--- src/rtl/wb_mem_arbiter.sv ---
// Two-master Wishbone arbiter: fetch and data masters share one line-memory
// slave port with round-robin tie breaking and a per-grant ack watchdog.
module wb_mem_arbiter #(
  parameter int ADDR_W  = 16,
  parameter int DATA_W  = 128,
  parameter int SEL_W   = 16,
  parameter int TIMEOUT = 255
) (
  input  logic              clk,
  input  logic              rst_n,
  input  logic              if_cyc,
  input  logic              if_stb,
  input  logic              if_we,
  input  logic [ADDR_W-1:0] if_adr,
  input  logic [DATA_W-1:0] if_dat_m,
  input  logic [SEL_W-1:0]  if_sel,
  output logic [DATA_W-1:0] if_dat_s,
  output logic              if_ack,
  input  logic              d_cyc,
  input  logic              d_stb,
  input  logic              d_we,
  input  logic [ADDR_W-1:0] d_adr,
  input  logic [DATA_W-1:0] d_dat_m,
  input  logic [SEL_W-1:0]  d_sel,
  output logic [DATA_W-1:0] d_dat_s,
  output logic              d_ack,
  output logic              m_cyc,
  output logic              m_stb,
  output logic              m_we,
  output logic [ADDR_W-1:0] m_adr,
  output logic [DATA_W-1:0] m_dat_m,
  output logic [SEL_W-1:0]  m_sel,
  input  logic [DATA_W-1:0] m_dat_s,
  input  logic              m_ack,
  output logic              timeout_err
);

  localparam int WD_W = (TIMEOUT > 0) ? $clog2(TIMEOUT + 1) : 1;
  localparam logic [WD_W-1:0] WD_LAST =
    WD_W'((TIMEOUT > 0) ? TIMEOUT - 1 : 0);

  typedef enum logic [1:0] {
    IDLE  = 2'd0,
    GNT_I = 2'd1,
    GNT_D = 2'd2
  } state_t;

  state_t          state;
  logic            last;
  logic [WD_W-1:0] wd;

  logic if_req;
  logic d_req;
  logic wd_fire;

  assign if_req  = if_cyc & if_stb;
  assign d_req   = d_cyc & d_stb;
  // fires on the cycle whose no-ack would make wd reach TIMEOUT
  assign wd_fire = (TIMEOUT != 0) && (wd == WD_LAST);

  always_ff @(posedge clk or negedge rst_n) begin
    if (!rst_n) begin
      state       <= IDLE;
      last        <= 1'b0;
      wd          <= '0;
      timeout_err <= 1'b0;
    end else begin
      unique case (state)
        IDLE: begin
          wd <= '0;
          if (if_req && d_req)
            state <= last ? GNT_I : GNT_D;
          else if (if_req)
            state <= GNT_I;
          else if (d_req)
            state <= GNT_D;
        end
        GNT_I: begin
          if (m_ack) begin
            last <= 1'b0;
            wd   <= '0;
            if (d_req)
              state <= GNT_D;
            else if (!if_req)
              state <= IDLE;
          end else if (!if_cyc) begin
            state <= IDLE;
          end else if (wd_fire) begin
            state       <= IDLE;
            last        <= 1'b0;
            timeout_err <= 1'b1;
          end else if (wd != '1) begin
            wd <= wd + WD_W'(1);
          end
        end
        GNT_D: begin
          if (m_ack) begin
            last <= 1'b1;
            wd   <= '0;
            if (if_req)
              state <= GNT_I;
            else if (!d_req)
              state <= IDLE;
          end else if (!d_cyc) begin
            state <= IDLE;
          end else if (wd_fire) begin
            state       <= IDLE;
            last        <= 1'b1;
            timeout_err <= 1'b1;
          end else if (wd != '1) begin
            wd <= wd + WD_W'(1);
          end
        end
        default: state <= IDLE;
      endcase
    end
  end

  always_comb begin
    m_cyc   = 1'b0;
    m_stb   = 1'b0;
    m_we    = 1'b0;
    m_adr   = '0;
    m_dat_m = '0;
    m_sel   = '0;
    unique case (state)
      GNT_I: begin
        m_cyc   = if_req;
        m_stb   = if_req;
        m_we    = if_we;
        m_adr   = if_adr;
        m_dat_m = if_dat_m;
        m_sel   = if_sel;
      end
      GNT_D: begin
        m_cyc   = d_req;
        m_stb   = d_req;
        m_we    = d_we;
        m_adr   = d_adr;
        m_dat_m = d_dat_m;
        m_sel   = d_sel;
      end
      default: ;
    endcase
  end

  assign if_ack   = m_ack & (state == GNT_I);
  assign d_ack    = m_ack & (state == GNT_D);
  assign if_dat_s = m_dat_s;
  assign d_dat_s  = m_dat_s;

endmodule

--- config.mk ---
export PLATFORM = sky130hd
export DESIGN_NAME = wb_mem_arbiter
export DESIGN_NICKNAME = d
export VERILOG_FILES = /design/src/rtl/wb_mem_arbiter.sv
export SDC_FILE = /design/constraint.sdc
export NUM_CORES = 1
export LEC_CHECK = 0
export ABC_AREA = 0
export ABC_CLOCK_PERIOD_IN_PS = 2300
export CAP_MARGIN = 20
export CORE_AREA = 2 2 341 343
export DETAILED_ROUTE_END_ITERATION = 6
export DIE_AREA = 0 0 343 345
export GPL_ROUTABILITY_DRIVEN = 0
export PLACE_DENSITY = 0.31
export SLEW_MARGIN = 20
export SYNTH_ARGS = -nofsm -noshare
export SYNTH_HDL_FRONTEND = slang
export SYNTH_SLANG_ARGS = --single-unit
--- constraint.sdc ---
create_clock -name clk -period 2.3 [get_ports clk]
set_input_delay 0.345 -clock clk [delete_from_list [all_inputs] [get_ports clk]]
set_output_delay 0.345 -clock clk [all_outputs]
set_load 0.05 [all_outputs]
==> out/metrics.yaml, run 1 <==
drv_slew: 0
yosysTopAreaCellShare_pct: 36.4
synth_common_cells: "buf_4, a22oi_1, nor2b_1, clkbuf_1, dfrtp_1"
seq_area_um2: 300
synthAdderAreaFrac_pct: 1.42
hold_path.startpoint: "timeout_err"
grt.total_usage_pct: 9.38
holdWs_ns: 0.478
synth_top_cell_by_area: "buf_4"
row_count: 125
die_w_um: 343
dp_hpwl_um: 49600
synth_area_mm2: 0.00530
rsz0062_at_grt: "true"
finish.net_count: 1514
critPathTopFamily: "compound AO/OA/AOI/OAI gates"
maxCapViolations: 0
port-buffer-count: 494
first_global_vias: 7094
fin_crit_ns: 2.60
reg2regPathDepth: 9
synth_top_family_by_area: "buffers and inverters"
syn_area_per_cell_um2: 7.20
crit_slowest_cell: "a22oi_2"
ys_ff_latch: 12
cp-end-kind: "primary output"
wire_per_inst_um: 24.3
htreeDepth: 1
final_layout_size_suffix_gt1_share_pct: 56.4
syn_inst: 736
violations: "negative setup slack"
syn-num-nets: 1199
status: "complete, but fails checks"
fp.dieH_um: 345
grt_max_degree: 30
r2r_start: "state[1]"
viasPerCell: 2.67
path_depth: 6
hold_viol_final: 0
ys_seq_area_share_pct: 5.66
peakVddDrop_v: 0.000489
ys_warn_count: 0
io_pins: 879
cts_root_buf: "clkbuf_16"
yosys.area_share.simple_pct: 23.6
power.leakage_nw: 4.94
synthTopCellsByArea: "buf_4, a22oi_1, nor2b_1, dfrtp_1, clkbuf_1"
holdPathStages: 1
clock_sinks: 12
clkLatencyLatePin_ns: 0.24
die-area_mm2: 0.118
cp-start-kind: "flip-flop"
synthMuxAreaShare_pct: 1.23
max_stage_delay_ns: 0.74
dpl_cell_area_mm2: 0.0127
design.core.area_mm2: 0.115
p_per_area_mw_per_mm2: 1370
synth-edff-count: 0
ant_nets: 0
drc: 0
fin_skew_ns: 0.00166
multi_input_area_mm2: 0.00431
overflow: 0
crit_buf_inv: 3
yosysMostFrequentCell: "buf_4"
synth.distinct_cells: 39
path_class: "reg2out"
fin_crit_sh_pct: 113
slew_headroom_pct: 38.2
required_ns: 1.96
initialDrtViolationCount: 283
first_pass_iters: 4
grt_first_pass_wirelength_um: 73400
path_max_fanout: 15
tritoncts: "yes"
arrival_ns: 2.25
syn_to_final_growth_pct: 188
cts_made_buffers: 3
setup_viol: 46
cts.path.max_buffers: 2
synth_ff_type: "dfrtp_1"
synthArstFlopShare_pct: 100
antenna_found_initial: 9
startpoint: "state[0]"
reg2reg_slack_ns: 0.07
vias: 6860
totalWireLength_um: 62500
final.fill_count: 13000
cts.clk_slew.worst_paths_ns: 0.04
final_area_mm2: 0.0153
synth_compound_area_share_pct: 26.8
worst_slew_pin_slew_ns: 0.927
fmax_ghz: 0.385
start_util_pct: 4.61
critical_path.cell_chain: "buf_6, ha_4, buf_16, a22oi_2, nor2b_4, buf_12"
min_path_type: "reg2reg"
post_synth_xor_area_fraction_pct: 0
setup_ws_ns: -0.295
[final cells by class]
type / instances / area share [%]
multi-input cells: 401 / 28.3
clock buffers: 3 / 0.492
diodes: 1 / 0.0164
flip-flops and latches: 12 / 1.97
well taps: 1524 / 12.5
repair buffers: 625 / 56.6
inverters: 8 / 0.197
[worst paths after layout]
| check | to |
|---|---|
| setup / recovery | m_dat_m[73] |
| setup reg to reg | wd[6] |
| max in group asynchronous | state[1] |
| hold / removal | timeout_err |
| hold reg to reg | timeout_err |
| min in group asynchronous | wd[1] |
[repair_timing]
| item | CTS | global route |
|---|---|---|
| pin swaps | 16 | 49 |
| cloned | 14 | 20 |
| hold buffers | 0 | 0 |
| resized for setup | 145 | 142 |
| setup buffers | 26 | 25 |
| setup endpoints to repair | 100 | 152 |
[cell usage in the layout, fill, tap and decap left out, types with 5 or more instances in the layout]
master           count
inv_1                6
nor2b_4             85
buf_16              16
clkdlybuf4s50_1    329
buf_4               38
a22oi_1             48
buf_12             187
dfrtp_1             12
mux2i_1              5
o31ai_1              8
a22oi_2            114
nand2_1              6
nor2b_2             76
a21oi_1              7
buf_6               32
clkbuf_16           19
buf_8                7
[through the flow]
step	cells	setup WS [ns]	power, mW	util (%)	TNS (ns)
after floorplan	736	-0.115	8.67	-	-0.115
after global placement	2500	-0.425	15.5	11.1	-1.89
after detailed placement	2500	-0.451	15.6	11.1	-1.98
after CTS	2541	-0.193	18.9	12.3	-4.86
after global routing	2574	-0.187	21.7	13.3	-7.43
final	2574	-0.295	20.8	13.3	-2.33
[flip-flops by register name, indices dropped and copies added, names as in the netlist]
signal       count
last             1
state            2
timeout_err      1
wd               8
[per-layer routing]
layer | wire (um) | GRT usage, % | vias up
li1 | - | - | 2955
met1 | 25300 | 11.3 | 3234
met2 | 27200 | 14.2 | 599
met3 | 8710 | 5.83 | 56
met4 | 1200 | 1.53 | 16
met5 | 139 | 0.286 | -
[logic make-up after synthesis]
logic type	Yosys count
buffers and inverters	324
AND/OR/NAND/NOR	197
AO/OA/AOI/OAI	191
flip-flops	12
multiplexers	6
adder cells (fa/ha/maj)	6
[where the power goes]
group          total, mW  switching [mW]  internal (mW)
Sequential         0.287          0.0378          0.249
Clock              0.310          0.0841          0.226
Combinational       20.2            10.2           10.1
(Power assumes the default switching activity.)
==> run 2, diff against run 1 <==
--- a/config.mk
+++ b/config.mk
@@ -12,6 +12,8 @@
 export DETAILED_ROUTE_END_ITERATION = 6
 export DIE_AREA = 0 0 343 345
 export GPL_ROUTABILITY_DRIVEN = 0
+export GPL_TIMING_DRIVEN = 1
+export HOLD_SLACK_MARGIN = 0.08
 export PLACE_DENSITY = 0.31
 export SLEW_MARGIN = 20
 export SYNTH_ARGS = -nofsm -noshare
==> results of run 2 <==
Same layout as run 1: the final DEF is identical, and so are final timing and power.
